==> src/rtl/id_pkg.sv <==
// ============================================================================
// Module      : id_pkg
// Description : Shared types and constants for the instruction decode stage.
// Revision    : 1.0 - initial release
// ============================================================================
`default_nettype none

package id_pkg;

    typedef enum logic [3:0] {
        OP_NONE   = 4'd0,
        OP_ALU    = 4'd1,
        OP_ALUW   = 4'd2,
        OP_LOAD   = 4'd3,
        OP_STORE  = 4'd4,
        OP_BRANCH = 4'd5,
        OP_JAL    = 4'd6,
        OP_JALR   = 4'd7,
        OP_LUI    = 4'd8,
        OP_AUIPC  = 4'd9,
        OP_FENCE  = 4'd10,
        OP_SYSTEM = 4'd11
    } op_class_e;

    typedef enum logic [3:0] {
        ALU_ADD  = 4'd0,
        ALU_SUB  = 4'd1,
        ALU_SLL  = 4'd2,
        ALU_SLT  = 4'd3,
        ALU_SLTU = 4'd4,
        ALU_XOR  = 4'd5,
        ALU_SRL  = 4'd6,
        ALU_SRA  = 4'd7,
        ALU_OR   = 4'd8,
        ALU_AND  = 4'd9
    } alu_op_e;

    localparam logic [6:0] OPC_LOAD      = 7'h03;
    localparam logic [6:0] OPC_MISC_MEM  = 7'h0f;
    localparam logic [6:0] OPC_OP_IMM    = 7'h13;
    localparam logic [6:0] OPC_AUIPC     = 7'h17;
    localparam logic [6:0] OPC_OP_IMM_32 = 7'h1b;
    localparam logic [6:0] OPC_STORE     = 7'h23;
    localparam logic [6:0] OPC_OP        = 7'h33;
    localparam logic [6:0] OPC_LUI       = 7'h37;
    localparam logic [6:0] OPC_OP_32     = 7'h3b;
    localparam logic [6:0] OPC_BRANCH    = 7'h63;
    localparam logic [6:0] OPC_JALR      = 7'h67;
    localparam logic [6:0] OPC_JAL       = 7'h6f;
    localparam logic [6:0] OPC_SYSTEM    = 7'h73;

    localparam logic [2:0] F3_ADD_SUB = 3'd0;
    localparam logic [2:0] F3_SLL     = 3'd1;
    localparam logic [2:0] F3_SLT     = 3'd2;
    localparam logic [2:0] F3_SLTU    = 3'd3;
    localparam logic [2:0] F3_XOR     = 3'd4;
    localparam logic [2:0] F3_SR      = 3'd5;
    localparam logic [2:0] F3_OR      = 3'd6;
    localparam logic [2:0] F3_AND     = 3'd7;

    localparam logic [31:0] NOP_INST = 32'h00000013;

    // alt selects SUB for funct3=0 and SRA for funct3=5
    function automatic alu_op_e alu_from_funct3(input logic [2:0] f3, input logic alt);
        alu_op_e op;
        case (f3)
            F3_ADD_SUB: op = alt ? ALU_SUB : ALU_ADD;
            F3_SLL:     op = ALU_SLL;
            F3_SLT:     op = ALU_SLT;
            F3_SLTU:    op = ALU_SLTU;
            F3_XOR:     op = ALU_XOR;
            F3_SR:      op = alt ? ALU_SRA : ALU_SRL;
            F3_OR:      op = ALU_OR;
            default:    op = ALU_AND;
        endcase
        return op;
    endfunction

endpackage

`default_nettype wire

==> src/rtl/id_decoder.sv <==
// ============================================================================
// Module      : id_decoder
// Description : Combinational RV64I decoder: class, ALU op, fields, immediate,
//               operand-use flags. ID_ILLEGAL_DETECT_EN exposes the illegal flag.
// Revision    : 1.0 - initial release
// ============================================================================
`default_nettype none

module id_decoder
    import id_pkg::*;
#(
    parameter int XLEN = 64
) (
    input  logic [31:0]     inst_i,
    output logic [3:0]      op_class_o,
    output logic [3:0]      alu_op_o,
    output logic [2:0]      funct3_o,
    output logic [4:0]      rd_o,
    output logic [4:0]      rs1_o,
    output logic [4:0]      rs2_o,
    output logic            rs1_used_o,
    output logic            rs2_used_o,
    output logic [XLEN-1:0] imm_o,
    output logic            illegal_o
);

    logic [6:0]      w_opc;
    logic [2:0]      w_f3;
    logic [6:0]      w_f7;
    logic [XLEN-1:0] w_imm_i, w_imm_s, w_imm_b, w_imm_u, w_imm_j;
    op_class_e       w_cls;
    alu_op_e         w_aop;
    logic [XLEN-1:0] w_imm;
    logic            w_r1u, w_r2u, w_wr_rd, w_bad;

    assign w_opc = inst_i[6:0];
    assign w_f3  = inst_i[14:12];
    assign w_f7  = inst_i[31:25];

    assign w_imm_i = {{(XLEN-12){inst_i[31]}}, inst_i[31:20]};
    assign w_imm_s = {{(XLEN-12){inst_i[31]}}, inst_i[31:25], inst_i[11:7]};
    assign w_imm_b = {{(XLEN-13){inst_i[31]}}, inst_i[31], inst_i[7], inst_i[30:25],
                      inst_i[11:8], 1'b0};
    assign w_imm_u = {{(XLEN-32){inst_i[31]}}, inst_i[31:12], 12'b0};
    assign w_imm_j = {{(XLEN-21){inst_i[31]}}, inst_i[31], inst_i[19:12], inst_i[20],
                      inst_i[30:21], 1'b0};

    always_comb begin
        w_cls   = OP_NONE;
        w_aop   = ALU_ADD;
        w_imm   = '0;
        w_r1u   = 1'b0;
        w_r2u   = 1'b0;
        w_wr_rd = 1'b1;
        w_bad   = (inst_i[1:0] != 2'b11);
        case (w_opc)
            OPC_OP_IMM: begin
                w_cls = OP_ALU;
                w_imm = w_imm_i;
                w_r1u = 1'b1;
                w_aop = alu_from_funct3(w_f3, (w_f3 == F3_SR) && inst_i[30]);
                // 6-bit shamt on RV64: only the top six bits act as funct6
                if (w_f3 == F3_SLL && inst_i[31:26] != 6'h00) w_bad = 1'b1;
                if (w_f3 == F3_SR && inst_i[31:26] != 6'h00 && inst_i[31:26] != 6'h10)
                    w_bad = 1'b1;
            end
            OPC_OP: begin
                w_cls = OP_ALU;
                w_r1u = 1'b1;
                w_r2u = 1'b1;
                w_aop = alu_from_funct3(w_f3, inst_i[30]);
                if (w_f7 != 7'h00 &&
                    !(w_f7 == 7'h20 && (w_f3 == F3_ADD_SUB || w_f3 == F3_SR))) w_bad = 1'b1;
            end
            OPC_OP_IMM_32: begin
                w_cls = OP_ALUW;
                w_imm = w_imm_i;
                w_r1u = 1'b1;
                w_aop = alu_from_funct3(w_f3, (w_f3 == F3_SR) && inst_i[30]);
                case (w_f3)
                    F3_ADD_SUB: ;
                    F3_SLL:     if (w_f7 != 7'h00) w_bad = 1'b1;
                    F3_SR:      if (w_f7 != 7'h00 && w_f7 != 7'h20) w_bad = 1'b1;
                    default:    w_bad = 1'b1;
                endcase
            end
            OPC_OP_32: begin
                w_cls = OP_ALUW;
                w_r1u = 1'b1;
                w_r2u = 1'b1;
                w_aop = alu_from_funct3(w_f3, inst_i[30]);
                case (w_f3)
                    F3_ADD_SUB, F3_SR: if (w_f7 != 7'h00 && w_f7 != 7'h20) w_bad = 1'b1;
                    F3_SLL:            if (w_f7 != 7'h00) w_bad = 1'b1;
                    default:           w_bad = 1'b1;
                endcase
            end
            OPC_LOAD: begin
                w_cls = OP_LOAD;
                w_imm = w_imm_i;
                w_r1u = 1'b1;
                if (w_f3 == 3'd7) w_bad = 1'b1;
            end
            OPC_STORE: begin
                w_cls   = OP_STORE;
                w_imm   = w_imm_s;
                w_r1u   = 1'b1;
                w_r2u   = 1'b1;
                w_wr_rd = 1'b0;
                if (w_f3[2]) w_bad = 1'b1;
            end
            OPC_BRANCH: begin
                w_cls   = OP_BRANCH;
                w_imm   = w_imm_b;
                w_r1u   = 1'b1;
                w_r2u   = 1'b1;
                w_wr_rd = 1'b0;
                if (w_f3 == 3'd2 || w_f3 == 3'd3) w_bad = 1'b1;
            end
            OPC_JAL: begin
                w_cls = OP_JAL;
                w_imm = w_imm_j;
            end
            OPC_JALR: begin
                w_cls = OP_JALR;
                w_imm = w_imm_i;
                w_r1u = 1'b1;
                if (w_f3 != 3'd0) w_bad = 1'b1;
            end
            OPC_LUI: begin
                w_cls = OP_LUI;
                w_imm = w_imm_u;
            end
            OPC_AUIPC: begin
                w_cls = OP_AUIPC;
                w_imm = w_imm_u;
            end
            OPC_MISC_MEM: begin
                w_cls   = OP_FENCE;
                w_imm   = w_imm_i;
                w_wr_rd = 1'b0;
                if (w_f3[2:1] != 2'b00) w_bad = 1'b1;
            end
            OPC_SYSTEM: begin
                w_cls = OP_SYSTEM;
                w_imm = w_imm_i;
                // CSR immediate forms carry a uimm in the rs1 field
                w_r1u = !w_f3[2] && (w_f3 != 3'd0);
                if (w_f3 == 3'd4) w_bad = 1'b1;
            end
            default: w_bad = 1'b1;
        endcase
        if (w_bad) begin
            w_cls   = OP_NONE;
            w_aop   = ALU_ADD;
            w_imm   = '0;
            w_r1u   = 1'b0;
            w_r2u   = 1'b0;
            w_wr_rd = 1'b0;
        end
    end

    assign op_class_o = w_cls;
    assign alu_op_o   = w_aop;
    assign funct3_o   = w_f3;
    assign rd_o       = w_wr_rd ? inst_i[11:7] : 5'd0;
    assign rs1_o      = inst_i[19:15];
    assign rs2_o      = inst_i[24:20];
    assign rs1_used_o = w_r1u;
    assign rs2_used_o = w_r2u;
    assign imm_o      = w_imm;

`ifdef ID_ILLEGAL_DETECT_EN
    assign illegal_o = w_bad;
`else
    assign illegal_o = 1'b0;
`endif

endmodule

`default_nettype wire

==> src/rtl/id_stage.sv <==
// ============================================================================
// Module      : id_stage
// Description : RV64I decode stage: regfile read, load-use hazard detection and
//               the ID/EX pipeline register. ID_ILLEGAL_DETECT_EN enables traps.
// Revision    : 1.0 - initial release
// ============================================================================
`default_nettype none

module id_stage
    import id_pkg::*;
#(
    parameter int XLEN   = 64,
    parameter int NREG_W = 5
) (
    input  logic              clk,
    input  logic              rst,
    input  logic              stall,
    input  logic              clear,
    input  logic              bj_en,
    input  logic              trap_en,
    input  logic [31:0]       inst_in,
    input  logic [XLEN-1:0]   pc_in,
    output logic [NREG_W-1:0] rs1_addr,
    output logic [NREG_W-1:0] rs2_addr,
    input  logic [XLEN-1:0]   rs1_rdata,
    input  logic [XLEN-1:0]   rs2_rdata,
    input  logic              ex_load,
    input  logic [NREG_W-1:0] ex_rd,
    output logic              hazard_stall,
    output logic              valid_out,
    output logic [XLEN-1:0]   pc_out,
    output logic [3:0]        op_class,
    output logic [3:0]        alu_op,
    output logic [2:0]        funct3_out,
    output logic [NREG_W-1:0] rd_out,
    output logic [XLEN-1:0]   rs1_data,
    output logic [XLEN-1:0]   rs2_data,
    output logic [XLEN-1:0]   imm_out,
    output logic              illegal_out,
    output logic [31:0]       tval_out
);

    logic [3:0]        w_cls, w_aop;
    logic [2:0]        w_f3;
    logic [NREG_W-1:0] w_rd, w_rs1, w_rs2;
    logic              w_rs1_used, w_rs2_used, w_illegal, w_hazard;
    logic [XLEN-1:0]   w_imm;

    logic              valid_q,   valid_d;
    logic [XLEN-1:0]   pc_q,      pc_d;
    logic [3:0]        cls_q,     cls_d;
    logic [3:0]        aop_q,     aop_d;
    logic [2:0]        f3_q,      f3_d;
    logic [NREG_W-1:0] rd_q,      rd_d;
    logic [XLEN-1:0]   rs1_q,     rs1_d;
    logic [XLEN-1:0]   rs2_q,     rs2_d;
    logic [XLEN-1:0]   imm_q,     imm_d;
    logic              illegal_q, illegal_d;
    logic [31:0]       tval_q,    tval_d;

    id_decoder #(.XLEN(XLEN)) u_dec (
        .inst_i     (inst_in),
        .op_class_o (w_cls),
        .alu_op_o   (w_aop),
        .funct3_o   (w_f3),
        .rd_o       (w_rd),
        .rs1_o      (w_rs1),
        .rs2_o      (w_rs2),
        .rs1_used_o (w_rs1_used),
        .rs2_used_o (w_rs2_used),
        .imm_o      (w_imm),
        .illegal_o  (w_illegal)
    );

    assign rs1_addr = w_rs1;
    assign rs2_addr = w_rs2;

    assign w_hazard = ex_load && (ex_rd != '0) &&
                      ((w_rs1_used && (ex_rd == w_rs1)) || (w_rs2_used && (ex_rd == w_rs2)));
    assign hazard_stall = w_hazard;

    // Flush outranks stall; a stalled hazard holds rather than bubbles so the
    // load stays in EX and the hazard is re-evaluated next cycle.
    always_comb begin
        valid_d   = valid_q;
        pc_d      = pc_q;
        cls_d     = cls_q;
        aop_d     = aop_q;
        f3_d      = f3_q;
        rd_d      = rd_q;
        rs1_d     = rs1_q;
        rs2_d     = rs2_q;
        imm_d     = imm_q;
        illegal_d = illegal_q;
        tval_d    = tval_q;
        if (clear || bj_en || trap_en || (!stall && w_hazard)) begin
            valid_d   = 1'b0;
            cls_d     = OP_NONE;
            rd_d      = '0;
            illegal_d = 1'b0;
        end else if (!stall) begin
            valid_d   = 1'b1;
            pc_d      = pc_in;
            cls_d     = w_cls;
            aop_d     = w_aop;
            f3_d      = w_f3;
            rd_d      = w_rd;
            rs1_d     = rs1_rdata;
            rs2_d     = rs2_rdata;
            imm_d     = w_imm;
            illegal_d = w_illegal;
            tval_d    = w_illegal ? inst_in : 32'h0;
        end
    end

    always_ff @(posedge clk) begin
        if (rst) begin
            valid_q   <= 1'b0;
            pc_q      <= '0;
            cls_q     <= OP_NONE;
            aop_q     <= '0;
            f3_q      <= '0;
            rd_q      <= '0;
            rs1_q     <= '0;
            rs2_q     <= '0;
            imm_q     <= '0;
            illegal_q <= 1'b0;
            tval_q    <= '0;
        end else begin
            valid_q   <= valid_d;
            pc_q      <= pc_d;
            cls_q     <= cls_d;
            aop_q     <= aop_d;
            f3_q      <= f3_d;
            rd_q      <= rd_d;
            rs1_q     <= rs1_d;
            rs2_q     <= rs2_d;
            imm_q     <= imm_d;
            illegal_q <= illegal_d;
            tval_q    <= tval_d;
        end
    end

    assign valid_out   = valid_q;
    assign pc_out      = pc_q;
    assign op_class    = cls_q;
    assign alu_op      = aop_q;
    assign funct3_out  = f3_q;
    assign rd_out      = rd_q;
    assign rs1_data    = rs1_q;
    assign rs2_data    = rs2_q;
    assign imm_out     = imm_q;
    assign illegal_out = illegal_q;
    assign tval_out    = tval_q;

endmodule

`default_nettype wire

==> config.mk <==
export PLATFORM = sky130hd
export DESIGN_NAME = id_stage
export DESIGN_NICKNAME = d
export VERILOG_FILES = /design/src/rtl/id_pkg.sv /design/src/rtl/id_decoder.sv /design/src/rtl/id_stage.sv
export SDC_FILE = /design/constraint.sdc
export NUM_CORES = 1
export LEC_CHECK = 0
export CAP_MARGIN = 20
export CORE_AREA = 2 2 215 217
export CTS_CLUSTER_SIZE = 20
export DETAILED_ROUTE_END_ITERATION = 8
export DIE_AREA = 0 0 217 219
export MAX_ROUTING_LAYER = met4
export PLACE_DENSITY = 0.56
export SLEW_MARGIN = 0
export SYNTH_ARGS = -nofsm -noshare
export SYNTH_HDL_FRONTEND = slang
export SYNTH_SLANG_ARGS = --single-unit
==> constraint.sdc <==
create_clock -name clk -period 8.1 [get_ports clk]
set_input_delay 2.43 -clock clk [delete_from_list [all_inputs] [get_ports clk]]
set_output_delay 2.43 -clock clk [all_outputs]
set_load 0.02 [all_outputs]
==> results.sh, run 1 <==
export IMPL_status="completed"
export IMPL_drive_gt1_share_pct=4.931
export IMPL_required_ns=5.67
export IMPL_cts_setup_buffers=0
export IMPL_cp_max_fo=11
export IMPL_synth_top_cell_area_share_pct=44.38
export IMPL_synth_edff_count=0
export IMPL_max_freq_mhz=130.9
export IMPL_reg2reg_from="imm_out[62]$_SDFFE_PP0P_"
export IMPL_cap_violations=0
export IMPL_dpl_cell_count=2291
export IMPL_drc=0
export IMPL_viasPerCell=4.843
export IMPL_setup_violations=0
export IMPL_ys_seq_elements=241
export IMPL_grt_pass1_vias=10740
export IMPL_slew_headroom_pct=12.97
export IMPL_htree_levels=1
export IMPL_synthArstFlopShare_pct=0
export IMPL_synth_main_ff_cell="dfxtp_1"
export IMPL_crit_path_start_kind="input pin"
export IMPL_grt_antenna_before_repair=0
export IMPL_floorplan_initialDensity_pct=24.11
export IMPL_startpoint="inst_in[4]"
export IMPL_critPathMostFrequentCell="nor2_1"
export IMPL_leakagePower_uw=0.005401
export IMPL_dp_slack_ns=0.5083
export IMPL_fin_crit_ns=7.638
export IMPL_cts_buffers=30
export IMPL_core_area_um2=45090
export IMPL_nNetsFinal=1960
export IMPL_ys_types=59
export IMPL_period_share_pct=94.30
export IMPL_power_density_nw_per_um2=168.3
export IMPL_insertion_delay_ns=0.56
export IMPL_cpMaxStageDelayCell="clkdlybuf4s50_1"
export IMPL_ctsHoldBuffers=0
export IMPL_peakVddDrop_v=0.0001510
export IMPL_cp_slowest_stage_delay_ns=0.63
export IMPL_portBuffers=519
export IMPL_grt_pass1_wl_mm=66.19
export IMPL_grt_ovfl_total=0
export IMPL_die_h_um=219
export IMPL_drtIter0Drc=785
export IMPL_yosysTopAreaCell="dfxtp_1"
export IMPL_power_uw=2847
export IMPL_grt_setup_unrepaired="no"
export IMPL_detail_route_wl_per_cell_um=19.10
export IMPL_avgSynthCellArea_um2=8.167
export IMPL_cp_end_kind="primary output"
export IMPL_criticalPathCategory="input pin to primary output"
export IMPL_place_area_um2=15960
export IMPL_fin_worst_skew_ns=0
export IMPL_firstDrtPassIters=5
export IMPL_worst_slew_pin_slew_ns=1.305
export IMPL_clk_path_buf_depth=3
export IMPL_cts_tree="done"
export IMPL_final_hold_viol_count=0
export IMPL_final_antenna_net_count=0
export IMPL_io_pins=553
export IMPL_yosysWarnings=0
export IMPL_p_seq_share_pct=42.7
export IMPL_dp_hpwl_mm=30.35
export IMPL_finalWirelength_mm=44.77
export IMPL_fin_area_um2=16920
export IMPL_synth_area_leaders="dfxtp_1 44%, a21oi_1 10%, nand3_1 9.7%"
export IMPL_p_int_uw=2145
export IMPL_combPwrFrac_pct=12.1
export IMPL_cts_sinks=241
export IMPL_fin_cells=2344
export IMPL_worst_slack_ns=0.4619
export IMPL_nFillCells=4681
export IMPL_min_path_type="flop to flop"
export IMPL_cts_resized=0
export IMPL_power_switching_uw=702.0
export IMPL_syn_area_um2=10870
export IMPL_path_clk_slew_ns=0.06
export IMPL_worstPathCellList="clkdlybuf4s50_1, buf_4, nor2_1, nand3_1, o21ai_0, nor4b_4, nor2_1, nor2_1, clkdlybuf4s50_1"
export IMPL_num_vias=11350
export IMPL_grt_max_degree=197
export IMPL_dieArea_um2=47520
export IMPL_critPathArrivalTime_ns=5.21
export IMPL_root_buffer="clkbuf_16"
export IMPL_slew_violations=0
export IMPL_globalplace_congestion=0.9397
export IMPL_track_usage_pct=18.02
export IMPL_min_from="valid_out$_SDFFE_PP0N_"
export IMPL_die_x_um=217
export IMPL_synth_cells=1331
export IMPL_area_growth_pct=55.63
export IMPL_rows=78
export IMPL_synth_seq_area_share_pct=44.38
export IMPL_diodes=0
export IMPL_sw_frac_of_total_pct=24.65
export IMPL_setup_tns_ns=0
export IMPL_p_clk_share_pct=45.2
==> power by group through the flow <==
stage | logic [uW] | clock network, uW | registers, uW
after global placement | 343 | 0 | 1240
after global routing | 367 | 1380 | 1220
after detailed placement | 344 | 0 | 1240
final | 345 | 1290 | 1220
after floorplan | 129 | 0 | 1270
after CTS | 346 | 1330 | 1220
==> cell type report <==
type | count | area, um2 | area share [%]
clock buffer | 46 | 872.1 | 5.155
clock inverter | 6 | 61.31 | 0.3624
inverter | 3 | 11.26 | 0.06656
multi-input combinational | 904 | 4923 | 29.10
sequential | 241 | 4825 | 28.52
tap | 600 | 750.7 | 4.438
timing repair buffer | 544 | 5474 | 32.36
==> worst max-delay path, delay by kind of cell <==
family | cells | cell delay, ns
simple gates | 5 | 1.12
buf+inv | 3 | 1.51
compound gates | 1 | 0.12
==> path summary, 6_finish.rpt <==
check,end,cells after the start,slack (ns)
max reg2reg,imm_out[62]$_SDFFE_PP0P_,1,7.38
max,hazard_stall,9,0.46
min,valid_out$_SDFFE_PP0N_,2,0.45
min reg2reg,valid_out$_SDFFE_PP0N_,2,0.45
==> per-stage QoR <==
step | util, % | hold WS, ns
floorplan | - | 0.5264
global placement | 35.36 | 0.4404
detailed placement | 35.39 | 0.4455
CTS | 37.46 | 0.4565
global route | 37.52 | 0.4798
finish | 37.52 | 0.4546
==> flip-flops by register name (all words and copies together), names as in the netlist <==
register    cells
funct3_out      3
rd_out          5
pc_out         64
rs1_data       64
op_class        4
alu_op          4
rs2_data       64
imm_out        32
valid_out       1
==> cells in the mapped netlist (9+ instances only) <==
cell type	instances
a211o_1	9
a21oi_1	227
a22o_1	11
buf_1	29
buf_2	24
buf_4	77
buf_6	16
clkbuf_1	68
dfxtp_1	241
nand2_1	53
nand2b_1	12
nand3_1	210
nand4_1	12
nor2_1	16
o21ai_0	55
o21ai_1	151
o2bb2ai_1	26
==> routing by layer <==
layer  share of wire (%)  up-vias  global-route usage, %
met5                   0        -                      -
met4                 2.8        0                  5.046
met3                 6.4       70                  3.742
met2                  48      402                  28.84
met1                  43     5420                  23.01
li1                    -     5460                      -
==> kinds of logic after synthesis <==
group,synth area share (%)
and+or+nand+nor,16.53
xor gates and xnor gates,1.047
DFF,44.38
other,0.03450
buffers and inverters,11.67
muxes,0.4604
AOI/OAI and AO/OA,25.87
==> cells in the final DEF, fill, tap and decap left out, drive strengths merged, types with 2 or more instances in the layout <==
cell,count
a21oi,229
and3,3
nand2b,12
o21ai,206
a31oi,5
o211ai,3
nor3b,3
xor2,5
o2111ai,2
a22o,11
and2,3
o22ai,2
mux2i,5
clkinv,5
a221oi,2
nor4b,2
buf,26
nor4,2
a211oi,4
nor3,7
clkbuf,46
or4,6
conb,33
nor2b,7
xnor2,8
nand2,53
nand3,210
nand4,12
o2bb2ai,26
a211o,9
dfxtp,241
inv,2
nor2,18
nand3b,2
clkdlybuf4s50,518
No activity file was read; power rests on OpenSTA's default activity.
==> inputs of run 2 (changes only) <==
--- a/config.mk
+++ b/config.mk
@@ -12,7 +12,7 @@
 export DIE_AREA = 0 0 217 219
 export MAX_ROUTING_LAYER = met4
 export PLACE_DENSITY = 0.56
-export SLEW_MARGIN = 0
+export SLEW_MARGIN = 20
 export SYNTH_ARGS = -nofsm -noshare
 export SYNTH_HDL_FRONTEND = slang
 export SYNTH_SLANG_ARGS = --single-unit
==> results.sh, run 2 (synthesized netlist as in run 1, its figures left out) <==
export IMPL_crit_path_start_kind="input pin"
export IMPL_path_clk_slew_ns=0.05
export IMPL_insertion_delay_ns=0.56
export IMPL_nFillCells=4653
export IMPL_clk_path_buf_depth=3
export IMPL_criticalPathCategory="input pin to primary output"
export IMPL_nNetsFinal=1958
export IMPL_power_density_nw_per_um2=171.6
export IMPL_worst_slew_pin_slew_ns=1.248
export IMPL_critPathArrivalTime_ns=5.22
export IMPL_cp_end_kind="primary output"
export IMPL_crit_buf_inv=3
export IMPL_seq_area_um2=4826
export IMPL_dieArea_um2=47520
export IMPL_critPathMostFrequentCell="nor2_1"
export IMPL_cap_violations=0
export IMPL_cp_depth=9
export IMPL_die_x_um=217
export IMPL_slew_headroom_pct=16.80
export IMPL_track_usage_pct=18.00
export IMPL_rows=78
export IMPL_cts_sinks=241
export IMPL_hold_depth=2
export IMPL_root_buffer="clkbuf_16"
export IMPL_grt_ovfl_total=0
export IMPL_viasPerCell=4.861
export IMPL_setup_tns_ns=0
export IMPL_grt_antenna_before_repair=0
export IMPL_firstDrtPassIters=5
export IMPL_final_hold_viol_count=0
export IMPL_drtIter0Drc=914
export IMPL_core_area_um2=45090
export IMPL_cts_tree="done"
export IMPL_fin_worst_skew_ns=0
export IMPL_cp_max_fo=11
export IMPL_layout_commonest_cell="clkdlybuf4s50_1"
export IMPL_dp_hpwl_mm=30.30
export IMPL_portBuffers=519
export IMPL_setup_violations=0
export IMPL_grt_max_degree=197
export IMPL_globalplace_congestion=0.9397
export IMPL_required_ns=5.67
export IMPL_slew_violations=0
export IMPL_floorplan_initialDensity_pct=24.11
export IMPL_detail_route_wl_per_cell_um=19.01
export IMPL_leakagePower_uw=0.005414
export IMPL_cpLargestDelayFamily="buffers and inverters"
export IMPL_period_share_pct=94.45
export IMPL_reg2reg_depth=1
export IMPL_peakVddDrop_v=0.0001253
export IMPL_power_uw=2905
export IMPL_cp_slowest_stage_delay_ns=0.64
export IMPL_drc=0
export IMPL_min_path_type="flop to flop"
export IMPL_final_cell_mix="518 x clkdlybuf4s50_1, 240 x dfxtp_1, 226 x a21oi_1"
export IMPL_cts_resized=0
export IMPL_multiInputGateArea_um2=4931
export IMPL_htree_levels=1
export IMPL_area_growth_pct=55.75
export IMPL_cpMaxStageDelayCell="clkdlybuf4s50_1"
export IMPL_max_freq_mhz=130.7
export IMPL_grt_setup_unrepaired="no"
export IMPL_fin_crit_ns=7.650
export IMPL_status="completed"
export IMPL_worstPathCellList="clkdlybuf4s50_1, buf_4, nor2_1, nand3_1, o21ai_0, nor4b_4, nor2_1, nor2_1, clkdlybuf4s50_1"
export IMPL_ctsHoldBuffers=0
export IMPL_diodes=0
export IMPL_die_h_um=219
export IMPL_cts_setup_buffers=0
export IMPL_grt_pass1_vias=10730
export IMPL_num_vias=11370
export IMPL_cts_buffers=30
export IMPL_drive_gt1_share_pct=5.003
export IMPL_final_antenna_net_count=0
export IMPL_io_pins=553
export IMPL_grt_pass1_wl_mm=66.37
export IMPL_finalWirelength_mm=44.47
[run 2: cell types whose count changed in the layout (fill, tap and decap cells not counted), sizes merged]
cell / before / now
clkinvlp: 1 / 0
clkbuf: 46 / 42
bufinv: 1 / 3
buf: 26 / 24
[run 2: cell type report]
class / instances / share of cell area [%]
timing repair buffer: 542 / 32.08
clock inverter: 7 / 0.6725
tap: 600 / 4.434
sequential: 241 / 28.50
clock buffer: 42 / 5.121
multi-input combinational: 904 / 29.12
inverter: 3 / 0.06651
[run 2: final timing paths]
check	start	end	slack, ns
worst max-delay path	inst_in[5]	hazard_stall	0.45
worst min-delay path	valid_out$_SDFFE_PP0N_	valid_out$_SDFFE_PP0N_	0.46
worst max register to register	imm_out[62]$_SDFFE_PP0P_	imm_out[62]$_SDFFE_PP0P_	7.13
worst min register to register	valid_out$_SDFFE_PP0N_	valid_out$_SDFFE_PP0N_	0.46
[run 2: tightest hold or removal path, cell delays in order (launching register included)]
cell     delay [ns]
dfxtp_1        0.31
inv_1          0.05
a21oi_1        0.05
[run 2: routing by layer]
layer / global-route usage (%) / vias up / share of wire [%] / routed length, um
met5: - / - / 0 / 0
met4: 4.498 / 0 / 2.6 / 1143
met3: 3.437 / 63 / 5.9 / 2612
met2: 29.03 / 380 / 48 / 21470
met1: 23.19 / 5468 / 43 / 19250
li1: - / 5460 / - / -
[run 2: where the power goes]
part / switching (uW) / internal, uW
Clock: 516 / 829
Combinational: 169 / 175
Sequential: 9.41 / 1210
[run 2: stage by stage]
step | area (um2) | hold slack [ns] | std cells | setup slack [ns] | utilization [%]
finish | 16930 | 0.4551 | 2339 | 0.4496 | 37.55
CTS | 16930 | 0.4567 | 2339 | 0.4831 | 37.55
detailed placement | 15950 | 0.4391 | 2290 | 0.4954 | 35.37
global placement | 15940 | 0.4404 | 2290 | 0.5309 | 35.36
global route | 16930 | 0.4774 | 2339 | 0.2843 | 37.55
floorplan | 10990 | 0.5264 | 1363 | 1.758 | -
